--- config.mk ---
export PLATFORM = sky130hd
export DESIGN_NAME = ps2_keyboard
export DESIGN_NICKNAME = d
export VERILOG_FILES = /design/src/rtl/ps2_pkg.sv /design/src/rtl/ps2_rx_frame.sv /design/src/rtl/ps2_keyboard.sv
export SDC_FILE = /design/constraint.sdc
export NUM_CORES = 1
export LEC_CHECK = 0
export ABC_CLOCK_PERIOD_IN_PS = 4230
export CELL_PAD_IN_SITES_DETAIL_PLACEMENT = 2
export CELL_PAD_IN_SITES_GLOBAL_PLACEMENT = 2
export CORE_UTILIZATION = 41
export CTS_BUF_LIST = sky130_fd_sc_hd__clkbuf_4 sky130_fd_sc_hd__clkbuf_8 sky130_fd_sc_hd__clkbuf_16
export CTS_CLUSTER_DIAMETER = 40
export DETAILED_ROUTE_END_ITERATION = 7
export GPL_TIMING_DRIVEN = 0
export PLACE_DENSITY = 0.81
export SLEW_MARGIN = 10
export SYNTH_ARGS = -nofsm -noshare
export SYNTH_HDL_FRONTEND = slang
export SYNTH_SLANG_ARGS = --single-unit
export TNS_END_PERCENT = 20
--- constraint.sdc ---
create_clock -name clk -period 4.23 [get_ports clk]
set_input_delay 0.6345 -clock clk [delete_from_list [all_inputs] [get_ports clk]]
set_output_delay 0.6345 -clock clk [all_outputs]
set_load 0.005 [all_outputs]
--- src/rtl/ps2_pkg.sv ---
// Shared types, scancode constants and the Set-2 to Hack key translation.
// PS2_LOWERCASE_EN: when defined, unshifted letters report lowercase ASCII.
package ps2_pkg;

  typedef enum logic [1:0] {FR_IDLE, FR_DATA, FR_PARITY, FR_STOP} frame_state_e;
  typedef enum logic [1:0] {DEC_NORMAL, DEC_BRK, DEC_EXT, DEC_EXT_BRK} dec_state_e;

  localparam logic [7:0] SC_EXT    = 8'hE0;
  localparam logic [7:0] SC_BRK    = 8'hF0;
  localparam logic [7:0] SC_LSHIFT = 8'h12;
  localparam logic [7:0] SC_RSHIFT = 8'h59;

  localparam logic [7:0] KEY_NEWLINE   = 8'd128;
  localparam logic [7:0] KEY_BACKSPACE = 8'd129;
  localparam logic [7:0] KEY_LEFT      = 8'd130;
  localparam logic [7:0] KEY_UP        = 8'd131;
  localparam logic [7:0] KEY_RIGHT     = 8'd132;
  localparam logic [7:0] KEY_DOWN      = 8'd133;
  localparam logic [7:0] KEY_HOME      = 8'd134;
  localparam logic [7:0] KEY_END       = 8'd135;
  localparam logic [7:0] KEY_PGUP      = 8'd136;
  localparam logic [7:0] KEY_PGDN      = 8'd137;
  localparam logic [7:0] KEY_INSERT    = 8'd138;
  localparam logic [7:0] KEY_DELETE    = 8'd139;
  localparam logic [7:0] KEY_ESC       = 8'd140;
  localparam logic [7:0] KEY_F1        = 8'd141;
  localparam logic [7:0] KEY_F12       = 8'd152;

  // Returns 0 for any code without a Hack mapping (including the shift keys).
  function automatic logic [15:0] ps2_translate(input logic [7:0] code, input logic ext,
                                                input logic shift);
    logic [7:0] ch;
    logic [7:0] lc_off;
    ch = 8'd0;
`ifdef PS2_LOWERCASE_EN
    lc_off = shift ? 8'd0 : 8'd32;
`else
    lc_off = 8'd0;
`endif
    if (ext) begin
      case (code)
        8'h6B: ch = KEY_LEFT;    8'h75: ch = KEY_UP;
        8'h74: ch = KEY_RIGHT;   8'h72: ch = KEY_DOWN;
        8'h6C: ch = KEY_HOME;    8'h69: ch = KEY_END;
        8'h7D: ch = KEY_PGUP;    8'h7A: ch = KEY_PGDN;
        8'h70: ch = KEY_INSERT;  8'h71: ch = KEY_DELETE;
        default: ch = 8'd0;
      endcase
    end else begin
      case (code)
        8'h1C: ch = 8'd65;  8'h32: ch = 8'd66;  8'h21: ch = 8'd67;  8'h23: ch = 8'd68;
        8'h24: ch = 8'd69;  8'h2B: ch = 8'd70;  8'h34: ch = 8'd71;  8'h33: ch = 8'd72;
        8'h43: ch = 8'd73;  8'h3B: ch = 8'd74;  8'h42: ch = 8'd75;  8'h4B: ch = 8'd76;
        8'h3A: ch = 8'd77;  8'h31: ch = 8'd78;  8'h44: ch = 8'd79;  8'h4D: ch = 8'd80;
        8'h15: ch = 8'd81;  8'h2D: ch = 8'd82;  8'h1B: ch = 8'd83;  8'h2C: ch = 8'd84;
        8'h3C: ch = 8'd85;  8'h2A: ch = 8'd86;  8'h1D: ch = 8'd87;  8'h22: ch = 8'd88;
        8'h35: ch = 8'd89;  8'h1A: ch = 8'd90;
        8'h16: ch = shift ? 8'd33  : 8'd49;
        8'h1E: ch = shift ? 8'd64  : 8'd50;
        8'h26: ch = shift ? 8'd35  : 8'd51;
        8'h25: ch = shift ? 8'd36  : 8'd52;
        8'h2E: ch = shift ? 8'd37  : 8'd53;
        8'h36: ch = shift ? 8'd94  : 8'd54;
        8'h3D: ch = shift ? 8'd38  : 8'd55;
        8'h3E: ch = shift ? 8'd42  : 8'd56;
        8'h46: ch = shift ? 8'd40  : 8'd57;
        8'h45: ch = shift ? 8'd41  : 8'd48;
        8'h0E: ch = shift ? 8'd126 : 8'd96;
        8'h4E: ch = shift ? 8'd95  : 8'd45;
        8'h55: ch = shift ? 8'd43  : 8'd61;
        8'h54: ch = shift ? 8'd123 : 8'd91;
        8'h5B: ch = shift ? 8'd125 : 8'd93;
        8'h5D: ch = shift ? 8'd124 : 8'd92;
        8'h4C: ch = shift ? 8'd58  : 8'd59;
        8'h52: ch = shift ? 8'd34  : 8'd39;
        8'h41: ch = shift ? 8'd60  : 8'd44;
        8'h49: ch = shift ? 8'd62  : 8'd46;
        8'h4A: ch = shift ? 8'd63  : 8'd47;
        8'h29: ch = 8'd32;
        8'h5A: ch = KEY_NEWLINE;
        8'h66: ch = KEY_BACKSPACE;
        8'h76: ch = KEY_ESC;
        8'h05: ch = KEY_F1;          8'h06: ch = KEY_F1 + 8'd1;
        8'h04: ch = KEY_F1 + 8'd2;   8'h0C: ch = KEY_F1 + 8'd3;
        8'h03: ch = KEY_F1 + 8'd4;   8'h0B: ch = KEY_F1 + 8'd5;
        8'h83: ch = KEY_F1 + 8'd6;   8'h0A: ch = KEY_F1 + 8'd7;
        8'h01: ch = KEY_F1 + 8'd8;   8'h09: ch = KEY_F1 + 8'd9;
        8'h78: ch = KEY_F1 + 8'd10;  8'h07: ch = KEY_F12;
        default: ch = 8'd0;
      endcase
      // Only the uppercase letters occupy 65..90 in this table.
      if (ch >= 8'd65 && ch <= 8'd90) ch = ch + lc_off;
    end
    return {8'h00, ch};
  endfunction

endpackage

--- src/rtl/ps2_rx_frame.sv ---
// PS/2 receive path: pad synchronisers, deglitch filter, 11-bit frame FSM and
// watchdog. scan_valid_o / frame_err_o are one-cycle strobes with no backpressure.
module ps2_rx_frame
  import ps2_pkg::*;
#(
  parameter int FILTER_LEN     = 4,
  parameter int TIMEOUT_CYCLES = 100000
) (
  input  logic       clk_i,
  input  logic       rst_ni,
  input  logic       ps2_clk_i,
  input  logic       ps2_data_i,
  output logic       scan_valid_o,
  output logic [7:0] scan_code_o,
  output logic       frame_err_o
);

  localparam int FW = (FILTER_LEN > 1) ? $clog2(FILTER_LEN) : 1;
  localparam int TW = $clog2(TIMEOUT_CYCLES + 1);

  // Bit 0 carries ps2_clk, bit 1 carries ps2_data.
  logic [1:0]         sync1_q, sync2_q, filt_q, filt_d;
  logic [1:0][FW-1:0] cnt_q, cnt_d;
  logic               clk_prev_q;
  logic               fall, data_bit;

  frame_state_e state_q, state_d;
  logic [2:0]    bit_cnt_q, bit_cnt_d;
  logic [7:0]    shift_q, shift_d;
  logic          par_ok_q, par_ok_d;
  logic [TW-1:0] wdog_q, wdog_d;
  logic          timeout, good_byte, bad_frame;
  logic          scan_valid_q;
  logic [7:0]    scan_code_q;
  logic          frame_err_q;

  // A line flips only after FILTER_LEN consecutive samples disagree with it.
  always_comb begin
    filt_d = filt_q;
    cnt_d  = '0;
    for (int i = 0; i < 2; i++) begin
      if (sync2_q[i] != filt_q[i]) begin
        if (cnt_q[i] == FW'(FILTER_LEN - 1)) filt_d[i] = sync2_q[i];
        else cnt_d[i] = cnt_q[i] + 1'b1;
      end
    end
  end

  always_ff @(posedge clk_i or negedge rst_ni) begin
    if (!rst_ni) begin
      sync1_q    <= 2'b11;
      sync2_q    <= 2'b11;
      filt_q     <= 2'b11;
      cnt_q      <= '0;
      clk_prev_q <= 1'b1;
    end else begin
      sync1_q    <= {ps2_data_i, ps2_clk_i};
      sync2_q    <= sync1_q;
      filt_q     <= filt_d;
      cnt_q      <= cnt_d;
      clk_prev_q <= filt_q[0];
    end
  end

  assign fall     = clk_prev_q & ~filt_q[0];
  assign data_bit = filt_q[1];
  assign timeout  = (state_q != FR_IDLE) && !fall && (wdog_q == TW'(TIMEOUT_CYCLES - 1));

  always_ff @(posedge clk_i or negedge rst_ni) begin
    if (!rst_ni) state_q <= FR_IDLE;
    else         state_q <= state_d;
  end

  always_comb begin
    state_d = state_q;
    if (timeout) begin
      state_d = FR_IDLE;
    end else if (fall) begin
      case (state_q)
        FR_IDLE:   if (!data_bit) state_d = FR_DATA;
        FR_DATA:   if (bit_cnt_q == 3'd7) state_d = FR_PARITY;
        FR_PARITY: state_d = FR_STOP;
        FR_STOP:   state_d = FR_IDLE;
        default:   state_d = FR_IDLE;
      endcase
    end
  end

  always_comb begin
    bit_cnt_d = bit_cnt_q;
    shift_d   = shift_q;
    par_ok_d  = par_ok_q;
    good_byte = 1'b0;
    bad_frame = timeout;
    wdog_d    = (fall || state_q == FR_IDLE) ? '0 : wdog_q + 1'b1;
    if (fall) begin
      case (state_q)
        FR_IDLE: begin
          bit_cnt_d = '0;
          if (data_bit) bad_frame = 1'b1;
        end
        FR_DATA: begin
          shift_d   = {data_bit, shift_q[7:1]};
          bit_cnt_d = bit_cnt_q + 1'b1;
        end
        FR_PARITY: par_ok_d = ^{shift_q, data_bit};
        FR_STOP: begin
          if (data_bit && par_ok_q) good_byte = 1'b1;
          else                      bad_frame = 1'b1;
        end
        default: ;
      endcase
    end
  end

  always_ff @(posedge clk_i or negedge rst_ni) begin
    if (!rst_ni) begin
      bit_cnt_q    <= '0;
      shift_q      <= '0;
      par_ok_q     <= 1'b0;
      wdog_q       <= '0;
      scan_valid_q <= 1'b0;
      scan_code_q  <= '0;
      frame_err_q  <= 1'b0;
    end else begin
      bit_cnt_q    <= bit_cnt_d;
      shift_q      <= shift_d;
      par_ok_q     <= par_ok_d;
      wdog_q       <= wdog_d;
      scan_valid_q <= good_byte;
      frame_err_q  <= bad_frame;
      if (good_byte) scan_code_q <= shift_q;
    end
  end

  assign scan_valid_o = scan_valid_q;
  assign scan_code_o  = scan_code_q;
  assign frame_err_o  = frame_err_q;

endmodule

--- src/rtl/ps2_keyboard.sv ---
// PS/2 keyboard to Hack KBD word: frame receiver plus Set-2 make/break decoder.
// PS2_LOWERCASE_EN: when defined, unshifted letters report lowercase ASCII.
module ps2_keyboard
  import ps2_pkg::*;
#(
  parameter int FILTER_LEN     = 4,
  parameter int TIMEOUT_CYCLES = 100000
) (
  input  logic        clk,
  input  logic        reset,
  input  logic        ps2_clk,
  input  logic        ps2_data,
  output logic [15:0] key_out,
  output logic        scan_valid,
  output logic [7:0]  scan_code,
  output logic        frame_err
);

  dec_state_e  dec_state_q, dec_state_d;
  logic [15:0] key_q, key_d;
  logic [8:0]  last_make_q, last_make_d;
  logic        lshift_q, lshift_d, rshift_q, rshift_d;
  logic        is_make, is_break, ev_ext;
  logic [15:0] xlated;

  ps2_rx_frame #(
    .FILTER_LEN    (FILTER_LEN),
    .TIMEOUT_CYCLES(TIMEOUT_CYCLES)
  ) u_rx (
    .clk_i       (clk),
    .rst_ni      (reset),
    .ps2_clk_i   (ps2_clk),
    .ps2_data_i  (ps2_data),
    .scan_valid_o(scan_valid),
    .scan_code_o (scan_code),
    .frame_err_o (frame_err)
  );

  always_ff @(posedge clk or negedge reset) begin
    if (!reset) dec_state_q <= DEC_NORMAL;
    else        dec_state_q <= dec_state_d;
  end

  always_comb begin
    dec_state_d = dec_state_q;
    if (scan_valid) begin
      case (dec_state_q)
        DEC_NORMAL: begin
          if (scan_code == SC_EXT)      dec_state_d = DEC_EXT;
          else if (scan_code == SC_BRK) dec_state_d = DEC_BRK;
        end
        DEC_EXT: dec_state_d = (scan_code == SC_BRK) ? DEC_EXT_BRK : DEC_NORMAL;
        default: dec_state_d = DEC_NORMAL;
      endcase
    end
  end

  // Last-make is tagged with the extended flag so E0-prefixed keys never
  // match their non-extended twins (e.g. arrow vs keypad digit).
  always_comb begin
    is_make  = 1'b0;
    is_break = 1'b0;
    ev_ext   = 1'b0;
    if (scan_valid) begin
      case (dec_state_q)
        DEC_NORMAL:  is_make = (scan_code != SC_EXT) && (scan_code != SC_BRK);
        DEC_EXT: begin
          is_make = (scan_code != SC_BRK);
          ev_ext  = 1'b1;
        end
        DEC_BRK:     is_break = 1'b1;
        DEC_EXT_BRK: begin
          is_break = 1'b1;
          ev_ext   = 1'b1;
        end
        default: ;
      endcase
    end
    xlated      = ps2_translate(scan_code, ev_ext, lshift_q | rshift_q);
    key_d       = key_q;
    last_make_d = last_make_q;
    lshift_d    = lshift_q;
    rshift_d    = rshift_q;
    if (is_make) begin
      if (!ev_ext && scan_code == SC_LSHIFT) lshift_d = 1'b1;
      if (!ev_ext && scan_code == SC_RSHIFT) rshift_d = 1'b1;
      if (xlated != 16'd0) begin
        key_d       = xlated;
        last_make_d = {ev_ext, scan_code};
      end
    end
    if (is_break) begin
      if (!ev_ext && scan_code == SC_LSHIFT) lshift_d = 1'b0;
      if (!ev_ext && scan_code == SC_RSHIFT) rshift_d = 1'b0;
      if ({ev_ext, scan_code} == last_make_q) key_d = 16'd0;
    end
  end

  always_ff @(posedge clk or negedge reset) begin
    if (!reset) begin
      key_q       <= '0;
      last_make_q <= '0;
      lshift_q    <= 1'b0;
      rshift_q    <= 1'b0;
    end else begin
      key_q       <= key_d;
      last_make_q <= last_make_d;
      lshift_q    <= lshift_d;
      rshift_q    <= rshift_d;
    end
  end

  assign key_out = key_q;

endmodule
==> insert_results.sql, run 1 <==
INSERT INTO impl_metrics (metric_group, metric, value, unit) VALUES
('sta', 'rsz0062_at_grt', 'no', ''),
('worst_setup_path', 'path_max_fanout', '10', ''),
('grt', 'grt_antenna_before_repair', '0', ''),
('synth', 'post_synth_inst_count', '588', ''),
('grt', 'grt_max_degree', '68', ''),
('route', 'route.detailed.wl_per_inst', '28.7', 'microns'),
('cts', 'tritoncts_clock_tree', 'yes', ''),
('cells_and_area', 'register_area', '2040', 'sq um'),
('cts', 'clk_transition_reported_paths', '60', 'ps'),
('worst_setup_path', 'path_delay_family', 'buffers and inverters', ''),
('power', 'power-per-cell-area', '422', 'nW/um^2'),
('cells_and_area', 'area_growth', '15.9', '%'),
('route', 'routed_via_count_divided_by_cell_count', '6.49', ''),
('cts', 'cts_htree_levels', '3', ''),
('power', 'seq_power_share', '37.7', '%'),
('floorplanning', 'die_w', '117', 'microns'),
('synth', 'synth-async-reset-ratio', '100', '%'),
('synth', 'synth_most_common_cell', 'dfrtp_1', ''),
('min_path', 'hold_path.class', 'in -> async', ''),
('sta', 'period_needed', '3820', 'ps'),
('worst_setup_path', 'timing.rr.start', 'u_rx.scan_code_o[3]$_DFFE_PN0P_', ''),
('cts', 'number_of_buffers_inserted_to_repair_setup_after_cts', '0', ''),
('placed_design', 'numPortBuffers', '29', ''),
('cells_and_area', 'fillCellCount', '1344', ''),
('route', 'dr.first_iter.drc_count', '301', ''),
('synth', 'synth-main-ff-cell', 'dfrtp_1', ''),
('cells_and_area', 'final_layout_size_suffix_gt1_share', '15.8', '%'),
('route', 'drt_drc', '0', ''),
('synth', 'synth_sequential_area_ratio', '37.7', '%'),
('power', 'power.switching', '0.907', 'mW'),
('sta', 'slew_viol_final', '0', ''),
('synth', 'netlist.top_cell.by_area', 'dfrtp_1', ''),
('worst_setup_path', 'worst_path_most_repeated_cell', 'buf_2', ''),
('cts', 'cts-root-to-sink-buffers', '2', ''),
('cells_and_area', 'final_util', '49.3', '%'),
('grt', 'global_route.overflow_total', '0', ''),
('cells_and_area', 'antennaDiodeCount', '0', ''),
('synth', 'yosysWarnings', '0', ''),
('cts', 'clock-root-buffer', 'clkbuf_16', ''),
('sta', 'hold_violations', '0', ''),
('worst_setup_path', 'timing.critical_path.cells', 'buf_2 > buf_2 > buf_1 > nand3_1 > o22ai_1 > nor3_1 > a31o_1 > a41oi_1 > nand2b_1 > buf_4 > mux2_4', ''),
('worst_setup_path', 'worst-endpoint-required', '4460', 'ps'),
('route', 'drt_pass1_iterations', '5', ''),
('status', 'status', 'completed', ''),
('sta', 'timing.clock.skew', '8.59', 'ps'),
('cts', 'post_cts_resize_count', '0', ''),
('worst_setup_path', 'critical-path-max-stage-delay', '570', 'ps'),
('placed_design', 'dpl.hpwl', '15.3', 'mm'),
('floorplanning', 'start_util', '42.5', '%'),
('synth', 'synth_cell_type_count', '83', ''),
('route', 'routed_wirelength', '23.2', 'mm'),
('route', 'routed-via-count', '5234', ''),
('synth', 'synth_area_leaders', 'dfrtp_1, nand2_1, dfstp_2', ''),
('synth', 'synth_nets', '601', ''),
('floorplanning', 'design.core.area', '12700', 'sq um'),
('floorplanning', 'dieHeight', '117', 'microns'),
('worst_setup_path', 'cp.buffers_inverters', '4', ''),
('power', 'p_leak', '2.52', 'nW'),
('placed_design', 'detailedPlace.worstSlack', '628', 'ps'),
('sta', 'setup_viol', '0', ''),
('synth', 'postSynthRegisterBits', '81', ''),
('sta', 'setup_ws', '413', 'ps'),
('cts', 'numCtsBuffers', '9', ''),
('worst_setup_path', 'crit_path_top_delay_cell', 'buf_1', ''),
('worst_setup_path', 'arr_time_crit_path', '4050', 'ps'),
('floorplanning', 'ios', '30', ''),
('sta', 'timing.fmax', '262', 'MHz'),
('worst_setup_path', 'critPathCaptureType', 'flop', ''),
('synth', 'synth_edf_count', '0', ''),
('synth', 'synth.cell_area', '5410', 'sq um'),
('grt', 'grt.total_usage', '36.1', '%');
==> power groups by stage <==
stage	Sequential (mW)	Clock [mW]	Combinational (mW)
floorplan	0.962	0	0.499
global placement	0.978	0	0.660
detailed placement	0.990	0	0.710
CTS	0.993	0.894	0.769
global route	1.00	0.925	0.823
finish	0.996	0.880	0.767
==> flip-flops by register name, indices dropped and copies added (netlist names) <==
name               cells
u_rx.wdog_q           17
key_out               16
last_make_q            9
u_rx.scan_code_o       8
u_rx.shift_q           8
u_rx.cnt_q             4
u_rx.bit_cnt_q         3
dec_state_q            2
u_rx.filt_q            2
u_rx.state_q           2
u_rx.sync1_q           2
u_rx.sync2_q           2
lshift_q               1
rshift_q               1
u_rx.clk_prev_q        1
u_rx.frame_err_o       1
u_rx.par_ok_q          1
u_rx.scan_valid_o      1
==> cell type report <==
type / instances / share of cell area (%)
multi-input cells: 447 / 48.7
plain buffers: 49 / 4.43
clock inverters: 4 / 1.22
inverters: 11 / 0.659
repair buffers: 30 / 5.03
flip-flops and latches: 81 / 32.5
clock buffers: 12 / 4.05
well taps: 172 / 3.43
==> routing by layer <==
metal  wire [microns]  global-route usage (%)  part of all wire, %  vias to the layer above
li1                 -                       -                    -                     2247
met1             9550                    45.0                   41                     2704
met2            11500                    60.7                   50                      204
met3             1160                    6.08                  5.0                       79
met4              972                    17.5                  4.2                        0
met5                0                       0                    0                        -
==> cells by family after synthesis <==
group	synth area share (%)
XOR/XNOR	5.02
AND/OR/NAND/NOR	26.2
multiplexers	4.88
AO/OA/AOI/OAI	18.3
flip-flops	37.7
adder cells (fa/ha/maj)	2.08
buffers and inverters	5.90
==> per-stage QoR <==
| step | hold slack (ps) | instance area (sq um) | instances | setup TNS, ps |
|---|---|---|---|---|
| CTS | 142 | 6270 | 806 | 0 |
| global route | 150 | 6270 | 806 | 0 |
| global placement | 350 | 5910 | 789 | -14990 |
| floorplan | 339 | 5410 | 588 | 0 |
| detailed placement | 350 | 5940 | 790 | 0 |
| finish | 150 | 6270 | 806 | 0 |
==> worst max path at each step <==
stage	start	to	cells past startpoint
2_1_floorplan	u_rx.scan_code_o[4]$_DFFE_PN0P_	last_make_q[0]$_DFFE_PN0P_	10
3_3_place_gp	reset	u_rx.cnt_q[3]$_DFF_PN0_	1
3_5_place_dp	u_rx.scan_code_o[3]$_DFFE_PN0P_	last_make_q[5]$_DFFE_PN0P_	11
4_1_cts	u_rx.scan_code_o[3]$_DFFE_PN0P_	last_make_q[5]$_DFFE_PN0P_	11
5_1_grt	u_rx.scan_code_o[3]$_DFFE_PN0P_	last_make_q[5]$_DFFE_PN0P_	11
6_report	u_rx.scan_code_o[3]$_DFFE_PN0P_	last_make_q[5]$_DFFE_PN0P_	11
==> layout by cell type, fill, tap and decap left out, drive strengths merged, types with 8 or more instances in the layout <==
| master | instances |
|---|---|
| dfrtp | 74 |
| nor2b | 8 |
| ha | 9 |
| nand2b | 8 |
| a31oi | 8 |
| buf | 36 |
| clkdlybuf4s50 | 28 |
| xnor2 | 21 |
| xor2 | 10 |
| nor2 | 40 |
| nand3 | 13 |
| clkbuf | 27 |
| a21oi | 34 |
| mux2 | 19 |
| nand4 | 17 |
| and2 | 13 |
| o21ai | 38 |
| nor3 | 17 |
| nand2 | 61 |
| inv | 12 |
No activity file was read; power rests on OpenSTA's default activity.
==> inputs of run 2 (changes only) <==
- SLEW_MARGIN: 10 -> 20
==> insert_results.sql, run 2 (same netlist as run 1, synthesis figures left out) <==
INSERT INTO impl_metrics (metric_group, metric, value, unit) VALUES
('status', 'status', 'completed', ''),
('worst_setup_path', 'crit_path_top_delay_cell', 'nor3b_1', ''),
('grt', 'global_route.overflow_total', '0', ''),
('cells_and_area', 'registers.top_by_ff_count', 'u_rx.wdog_q', ''),
('cells_and_area', 'fillCellCount', '1364', ''),
('worst_setup_path', 'arr_time_crit_path', '3950', 'ps'),
('floorplanning', 'die_w', '117', 'microns'),
('sta', 'setup_ws', '520', 'ps'),
('grt', 'grt_max_degree', '61', ''),
('route', 'dr.first_iter.drc_count', '400', ''),
('worst_setup_path', 'critPathCaptureType', 'flop', ''),
('cts', 'cts_htree_levels', '3', ''),
('floorplanning', 'dieHeight', '117', 'microns'),
('worst_setup_path', 'worst-endpoint-required', '4470', 'ps'),
('power', 'total_power', '2.57', 'mW'),
('grt', 'grt_pass1_vias', '5536', ''),
('worst_setup_path', 'r2r_cells', '10', ''),
('cells_and_area', 'register_area', '2040', 'sq um'),
('sta', 'timing.clock.skew', '14.2', 'ps'),
('sta', 'setup_viol', '0', ''),
('cells_and_area', 'final_layout_size_suffix_gt1_share', '15.8', '%'),
('worst_setup_path', 'regToRegSetupSlack', '520', 'ps'),
('route', 'routed-via-count', '5134', ''),
('floorplanning', 'die_area', '13600', 'sq um'),
('cells_and_area', 'final_common_cell', 'dfrtp_1', ''),
('cts', 'postCtsHoldBufs', '0', ''),
('worst_setup_path', 'timing.rr.start', 'u_rx.scan_code_o[1]$_DFFE_PN0P_', ''),
('route', 'routed_wirelength', '21.9', 'mm'),
('sta', 'worst_slew_pin_slew', '1060', 'ps'),
('cts', 'post_cts_resize_count', '0', ''),
('cts', 'clock-root-buffer', 'clkbuf_16', ''),
('route', 'drt_pass1_iterations', '5', ''),
('cts', 'tritoncts_clock_tree', 'yes', ''),
('worst_setup_path', 'critical_path_class', 'reg -> reg', ''),
('sta', 'maxSlewHeadroom', '29.2', '%'),
('power', 'irDropWorstVdd', '0.000334', 'V'),
('sta', 'final.period_utilization', '87.7', '%'),
('cells_and_area', 'multi_input_comb_area', '3050', 'sq um'),
('route', 'drt_drc', '0', ''),
('power', 'p_leak', '2.51', 'nW'),
('cts', 'clk_latency', '360', 'ps'),
('grt', 'first_pass_grt_wire_length', '33.6', 'mm'),
('grt', 'grt_antenna_before_repair', '0', ''),
('placed_design', 'dpl.hpwl', '15.4', 'mm'),
('cells_and_area', 'nNetsFinal', '642', ''),
('cells_and_area', 'antennaDiodeCount', '0', ''),
('cells_and_area', 'largest_register_ffs', '17', ''),
('worst_setup_path', 'cp.buffers_inverters', '2', ''),
('cts', 'cts_sinks', '81', ''),
('worst_setup_path', 'critPathLaunchType', 'flop', ''),
('route', 'routed_via_count_divided_by_cell_count', '6.37', ''),
('grt', 'grt.total_usage', '34.2', '%'),
('floorplanning', 'design.core.area', '12700', 'sq um'),
('power', 'power-per-cell-area', '411', 'nW/um^2'),
('floorplanning', 'row_count', '41', ''),
('sta', 'hold_violations', '0', ''),
('placed_design', 'detailedPlace.worstSlack', '636', 'ps'),
('cts', 'clk_transition_reported_paths', '70', 'ps'),
('cells_and_area', 'area_growth', '15.5', '%'),
('placed_design', 'place.gp.congestion', '0.920', ''),
('cts', 'numCtsBuffers', '9', ''),
('sta', 'rsz0062_at_grt', 'no', ''),
('sta', 'slew_viol_final', '0', ''),
('worst_setup_path', 'r2r-end', 'last_make_q[5]$_DFFE_PN0P_', ''),
('sta', 'period_needed', '3710', 'ps'),
('min_path', 'hold_path.class', 'in -> async', ''),
('worst_setup_path', 'critical-path-max-stage-delay', '720', 'ps'),
('worst_setup_path', 'path_delay_family', 'compound AO/OA/AOI/OAI gates', ''),
('route', 'ant_nets', '0', ''),
('sta', 'timing.fmax', '270', 'MHz'),
('run', 'max_cap_violations', '0', ''),
('worst_setup_path', 'timing.critical_path.cells', 'buf_2 > nor3b_1 > o211a_1 > a211oi_1 > a21boi_1 > a32o_1 > a41oi_1 > nand2b_1 > buf_4 > mux2_4', ''),
('cts', 'number_of_buffers_inserted_to_repair_setup_after_cts', '0', ''),
('worst_setup_path', 'path_max_fanout', '10', ''),
('floorplanning', 'ios', '30', ''),
('route', 'route.detailed.wl_per_inst', '27.2', 'microns'),
('cts', 'cts-root-to-sink-buffers', '2', ''),
('placed_design', 'numPortBuffers', '29', ''),
('cells_and_area', 'layout_common_cells', 'dfrtp_1, nand2_1, nor2_1', ''),
('floorplanning', 'start_util', '42.5', '%');
-- run 2: cell types whose count changed in the layout (fill, tap and decap cells not counted) --
cell        delta
bufinv_16      -1
clkbuf_4       -1
clkinv_4       +1
clkinvlp_4     +1
-- run 2: area by class of cell --
type | instances | share of cell area [%]
Clock inverter | 5 | 1.00
Inverter | 11 | 0.661
Buffer | 49 | 4.45
Timing Repair Buffer | 30 | 5.05
Sequential cell | 81 | 32.6
Multi-Input combinational cell | 447 | 48.9
Clock buffer | 11 | 3.95
Tap cell | 172 | 3.45
-- run 2: report_power, final --
part | internal, mW | leakage, nW | switching [mW]
sequential | 0.886 | 1.09 | 0.0978
clock | 0.483 | 0.146 | 0.343
combinational | 0.298 | 1.27 | 0.457
total | 1.67 | 2.51 | 0.898
-- run 2: worst max-delay path by stage --
stage | from | endpoint | slack [ps] | cells past startpoint
finish | u_rx.scan_code_o[1]$_DFFE_PN0P_ | last_make_q[5]$_DFFE_PN0P_ | 520 | 10
global route | u_rx.scan_code_o[3]$_DFFE_PN0P_ | last_make_q[1]$_DFFE_PN0P_ | 420 | 10
CTS | u_rx.scan_code_o[3]$_DFFE_PN0P_ | last_make_q[1]$_DFFE_PN0P_ | 600 | 11
detailed placement | u_rx.scan_code_o[3]$_DFFE_PN0P_ | last_make_q[0]$_DFFE_PN0P_ | 640 | 11
global placement | reset | u_rx.cnt_q[3]$_DFF_PN0_ | -210 | 1
floorplan | u_rx.scan_code_o[4]$_DFFE_PN0P_ | last_make_q[0]$_DFFE_PN0P_ | 1560 | 10
-- run 2: layer usage --
metal  vias to the layer above  share of wire, %  GRT usage [%]
met5                         -                 0              0
met4                         0               3.5           15.9
li1                       2248                 -              -
met2                       180                51           58.5
met3                        59               4.5           4.89
met1                      2647                41           42.6
-- run 2: through the flow --
step / cell area, sq um / hold slack [ps] / TNS [ps] / cells / utilization [%]
after floorplan: 5410 / 339 / 0 / 588 / -
after global placement: 5910 / 350 / -14990 / 789 / 46.5
after detailed placement: 5940 / 350 / 0 / 790 / 46.7
after CTS: 6250 / 177 / 0 / 806 / 49.1
after global routing: 6250 / 184 / 0 / 806 / 49.1
final: 6250 / 177 / 0 / 806 / 49.1
==> inputs of run 3 (changes only) <==
- CORE_MARGIN: default -> 2
- SETUP_SLACK_MARGIN: default -> 0.3
==> insert_results.sql, run 3 (same netlist as run 1, synthesis figures left out) <==
INSERT INTO impl_metrics (metric_group, metric, value, unit) VALUES
('status', 'status', 'completed', ''),
('cells_and_area', 'final_layout_size_suffix_gt1_share', '15.8', '%'),
('placed_design', 'numPortBuffers', '29', ''),
('sta', 'hold_violations', '0', ''),
('sta', 'rsz0062_at_grt', 'no', ''),
('route', 'routed_wirelength', '22.8', 'mm'),
('sta', 'setup_viol', '0', ''),
('worst_setup_path', 'r2r-end', 'last_make_q[3]$_DFFE_PN0P_', ''),
('cells_and_area', 'antennaDiodeCount', '0', ''),
('worst_setup_path', 'arr_time_crit_path', '3870', 'ps'),
('power', 'share_comb_of_total_power', '29.4', '%'),
('sta', 'timing.fmax', '276', 'MHz'),
('route', 'dr.first_iter.drc_count', '378', ''),
('sta', 'slew_viol_final', '0', ''),
('floorplanning', 'ios', '30', ''),
('worst_setup_path', 'r2r_cells', '11', ''),
('worst_setup_path', 'worst-endpoint-required', '4470', 'ps'),
('power', 'power-per-cell-area', '432', 'nW/um^2'),
('grt', 'grt_max_degree', '58', ''),
('route', 'routed-via-count', '5209', ''),
('cells_and_area', 'final_common_cell', 'dfrtp_1', ''),
('sta', 'maxSlewHeadroom', '32.6', '%'),
('placed_design', 'place.gp.congestion', '0.920', ''),
('sta', 'worst_slew_pin_slew', '1010', 'ps'),
('cells_and_area', 'area_growth', '16.0', '%'),
('power', 'seq_power_share', '36.9', '%'),
('power', 'irDropWorstVdd', '0.000543', 'V'),
('cts', 'cts_sinks', '81', ''),
('placed_design', 'dp_cells', '790', ''),
('power', 'total_power', '2.71', 'mW'),
('worst_setup_path', 'critical_path_class', 'reg -> reg', ''),
('grt', 'grt_antenna_before_repair', '0', ''),
('power', 'power.switching', '0.988', 'mW'),
('power', 'cellInternalPower', '1.72', 'mW'),
('cells_and_area', 'layout_common_cells', 'dfrtp_1, nand2_1, nor2_1', ''),
('power', 'p_leak', '2.53', 'nW'),
('cts', 'number_of_buffers_inserted_to_repair_setup_after_cts', '0', ''),
('worst_setup_path', 'path_max_fanout', '10', ''),
('worst_setup_path', 'critPathCaptureType', 'flop', ''),
('cts', 'clk_latency', '360', 'ps'),
('floorplanning', 'die_area', '14100', 'sq um'),
('cells_and_area', 'nNetsFinal', '642', ''),
('worst_setup_path', 'critPathLaunchType', 'flop', ''),
('cts', 'clock-root-buffer', 'clkbuf_16', ''),
('worst_setup_path', 'regToRegSetupSlack', '610', 'ps'),
('grt', 'global_route.overflow_total', '0', ''),
('floorplanning', 'design.core.area', '12700', 'sq um'),
('run', 'max_cap_violations', '0', ''),
('grt', 'first_pass_grt_wire_length', '35.9', 'mm'),
('cts', 'cts-root-to-sink-buffers', '2', ''),
('grt', 'grt.total_usage', '33.5', '%'),
('sta', 'final.period_utilization', '85.6', '%'),
('cts', 'postCtsHoldBufs', '0', ''),
('route', 'ant_nets', '0', ''),
('cts', 'cts_htree_levels', '3', ''),
('floorplanning', 'start_util', '42.5', '%'),
('cts', 'numCtsBuffers', '9', ''),
('cells_and_area', 'largest_register_ffs', '17', ''),
('min_path', 'hold_path.class', 'in -> async', ''),
('power', 'switching_share', '36.5', '%'),
('worst_setup_path', 'timing.rr.start', 'u_rx.scan_code_o[3]$_DFFE_PN0P_', ''),
('route', 'route.detailed.wl_per_inst', '28.3', 'microns'),
('power', 'power.clock.fraction', '33.6', '%'),
('cts', 'tritoncts_clock_tree', 'yes', ''),
('route', 'routed_via_count_divided_by_cell_count', '6.46', ''),
('grt', 'grt_pass1_vias', '5759', ''),
('sta', 'period_needed', '3620', 'ps'),
('floorplanning', 'row_count', '41', ''),
('route', 'drt_drc', '0', ''),
('sta', 'timing.clock.skew', '9.98', 'ps'),
('cts', 'post_cts_resize_count', '0', ''),
('route', 'drt_pass1_iterations', '5', ''),
('worst_setup_path', 'setup.worst_path.start', 'u_rx.scan_code_o[3]$_DFFE_PN0P_', ''),
('floorplanning', 'dieHeight', '119', 'microns'),
('cells_and_area', 'instances_no_fill', '806', ''),
('cts', 'clk_transition_reported_paths', '70', 'ps'),
('floorplanning', 'die_w', '119', 'microns'),
('cells_and_area', 'registers.top_by_ff_count', 'u_rx.wdog_q', ''),
('placed_design', 'dpl.hpwl', '15.2', 'mm'),
('worst_setup_path', 'critPathCapture', 'last_make_q[3]$_DFFE_PN0P_', '');
[run 3: changes by cell type in the layout (fill, tap and decap cells not counted), sizes merged]
cell / before / now
inv: 12 / 15
clkbuf: 26 / 24
bufinv: 1 / 2
clkinv: 1 / 0
clkinvlp: 2 / 1
[run 3: final cells by class]
cell class	count	area [sq um]
clock buffers	9	225
repair buffers	30	315
clock inverters	7	110
plain buffers	49	278
well taps	172	215
inverters	11	41.3
fillers	1353	6450
multi-input cells	447	3050
flip-flops and latches	81	2040
[run 3: per-stage QoR]
| stage | hold slack, ps | area (sq um) | setup TNS, ps | util (%) | setup WS (ps) |
|---|---|---|---|---|---|
| after global routing | 206 | 6270 | 0 | 49.3 | 431 |
| after detailed placement | 348 | 5940 | 0 | 46.7 | 678 |
| after global placement | 350 | 5910 | -18680 | 46.5 | -263 |
| after floorplan | 339 | 5410 | 0 | - | 1560 |
| final | 181 | 6270 | 0 | 49.3 | 608 |
| after CTS | 192 | 6270 | 0 | 49.3 | 684 |
[run 3: critical path, cell delays in order (launching register included)]
cell and delay [ps]:
dfrtp_1 430, buf_2 260, buf_2 290, nand2_1 130, o21ai_0 540, a211oi_1 240
a21boi_1 210, a32o_1 320, a41oi_1 370, nand2b_1 180, buf_4 210, mux2_4 320
[run 3: worst min-delay path by stage]
stage	to	depth (start not counted)	slack, ps
final	u_rx.cnt_q[3]$_DFF_PN0_	1	180
after global placement	u_rx.sync2_q[1]$_DFF_PN1_	0	350
after CTS	u_rx.cnt_q[3]$_DFF_PN0_	1	190
after floorplan	dec_state_q[0]$_DFFE_PN0P_	0	340
after global routing	u_rx.cnt_q[3]$_DFF_PN0_	1	210
after detailed placement	u_rx.sync2_q[0]$_DFF_PN1_	0	350
[run 3: routing by layer]
layer,global-route usage [%],up-vias,share of wire [%]
li1,-,2239,-
met1,41.4,2677,40
met2,56.7,216,49
met3,5.75,77,5.5
met4,16.2,0,4.8
met5,0,-,0
[run 3: power by group through the flow]
stage,Combinational [mW],Sequential [mW],Clock (mW)
after floorplan,0.499,0.962,0
after global placement,0.659,0.977,0
after detailed placement,0.729,0.997,0
after CTS,0.792,1.00,0.921
after global routing,0.849,1.01,0.947
final,0.797,1.00,0.910
==> patch, RTL diff (config.mk and constraints of run 1) <==
`TIMEOUT_CYCLES` is set to 100000 in 2 places; all go to 25000.
--- a/src/rtl/ps2_rx_frame.sv
+++ b/src/rtl/ps2_rx_frame.sv
@@ -4,7 +4,7 @@
   import ps2_pkg::*;
 #(
   parameter int FILTER_LEN     = 4,
-  parameter int TIMEOUT_CYCLES = 100000
+  parameter int TIMEOUT_CYCLES = 25000
 ) (
   input  logic       clk_i,
   input  logic       rst_ni,
--- a/src/rtl/ps2_keyboard.sv
+++ b/src/rtl/ps2_keyboard.sv
@@ -4,7 +4,7 @@
   import ps2_pkg::*;
 #(
   parameter int FILTER_LEN     = 4,
-  parameter int TIMEOUT_CYCLES = 100000
+  parameter int TIMEOUT_CYCLES = 25000
 ) (
   input  logic        clk,
   input  logic        reset,
Function: same outputs for any inputs over 10 cycles, from zero or initial values and one cycle with reset low; that may be too few to reach the edited logic, so the function may still have changed.
==> patch against run 1 <==
- first-iteration DRC count is 62% higher
- worst setup slack got worse by 340 ps
- critical endpoint is now last_make_q[0]
- clock power is essentially flat
- clock skew is 2.5 ps higher
- via count up 5.7%
- sequential cell count shrank 2
- power fell by 0.25%
- wire length rose by 8.7%
- area after synthesis about the same
- cell area about the same
==> patch: results (changes against run 1) <==
Synth
  – Netlist cell types: 76 (was 83)
  – Area contributors post-synth: dfrtp_1 (33%), nand2_1 (3.7%), xnor2_1 (3.6%), dfstp_2 (3.4%), o21ai_0 (2.9%) (was dfrtp_1 (34%), nand2_1 (4.2%), dfstp_2 (3.4%), xnor2_1 (3.4%), a21oi_1 (3.1%))
  – Proportion of synthesized area in mux cells: 4.697% (was 4.883%)
  – Top post-synthesis cells by count: dfrtp_1 (72), nand2_1 (54), nor2_1 (41) (was dfrtp_1 (74), nand2_1 (61), nor2_1 (38))
  – Post-synthesis compound-gate area fraction: 18.26% (about the same)
  – Mapped Nets: 619 (was 601)

Place
  – Post-Place Worst Slack: -117.6 ps (was 628.4 ps)
  – Gpl congestion: 0.9767 (was 0.9199)
  – Placed Area: 5944 um2 (was 5937 um2)
  – DP HPWL: 16.31 mm (was 15.27 mm)

Timing
  – Fmax: 240.4 MHz (was 262.0 MHz)
  – Worst-Margin Slew: 1325 ps (was 1069 ps)

Critical path
  – CP delay by family, top: compound AO/OA/AOI/OAI gates (was buffers and inverters)
  – WP data arrival: 4390 ps (was 4050 ps)
  – Worst Reg-to-Reg Cells: 10 (was 11)
  – Critical path's slowest cell: a2111oi_1 (was buf_1)
  – R2R Setup Slk: 70 ps (was 410 ps)

Finish
  – Final nets: 658 (was 642)
  – Fin util: 49.29% (was 49.26%)
  – Max FFs per register: 16 (was 17)
  – Layout cells sized above 1: 13.69% (was 15.77%)
  – Fill count: 1,396 (was 1,344)

Status
  – Outcome: complete, no violations (unchanged)

Routing
  – Routed wl met3: 1.451 mm (was 1.157 mm)
  – Met2 WL post-DR: 12.60 mm (was 11.47 mm)
  – Wire per inst: 30.62 um (was 28.72 um)

Global route
  – Global-route wire length before repair: 38.50 mm (was 35.49 mm)
  – Vias in the first global route: 6,088 (was 5,730)
  – Met3 Use GR: 7.209% (was 6.076%)
  – Met2 Usage GRT: 67.18% (was 60.75%)
  – Largest net degree at the start of global routing: 67 (was 68)

Clock network
  – PostCTS Resize Cnt: 1 (was 0)

Pwr
  – Leakage dissipation: 2.572 nW (was 2.524 nW)
  – Maximum VDD drop: 0.4751 mV (was 0.4929 mV)
[patch: worst min-delay path by stage]
| stage | start | to | slack [ps] | depth (start not counted) |
|---|---|---|---|---|
| after global routing | reset | u_rx.shift_q[3] | 150 | 1 |
| final | reset | u_rx.shift_q[3] | 140 | 1 |
| after detailed placement | u_rx.sync1_q[0] | u_rx.sync2_q[0] | 350 | 0 |
| after floorplan | reset | dec_state_q[0] | 340 | 0 |
| after global placement | u_rx.sync1_q[0] | u_rx.sync2_q[0] | 350 | 0 |
| after CTS | reset | u_rx.shift_q[3] | 140 | 1 |
[patch: cell type report]
type / count / share of cell area (%)
Multi-Input combinational cell: 463 / 50.26
Sequential cell: 79 / 31.66
Timing Repair Buffer: 30 / 5.028
Buffer: 53 / 3.911
Clock buffer: 10 / 3.711
Tap cell: 172 / 3.432
Clock inverter: 6 / 1.457
Inverter: 9 / 0.5387
[patch: report_power, final]
part / switching [mW] / internal (mW)
sequential: 0.121 / 0.867
combinational: 0.482 / 0.286
clock: 0.352 / 0.529
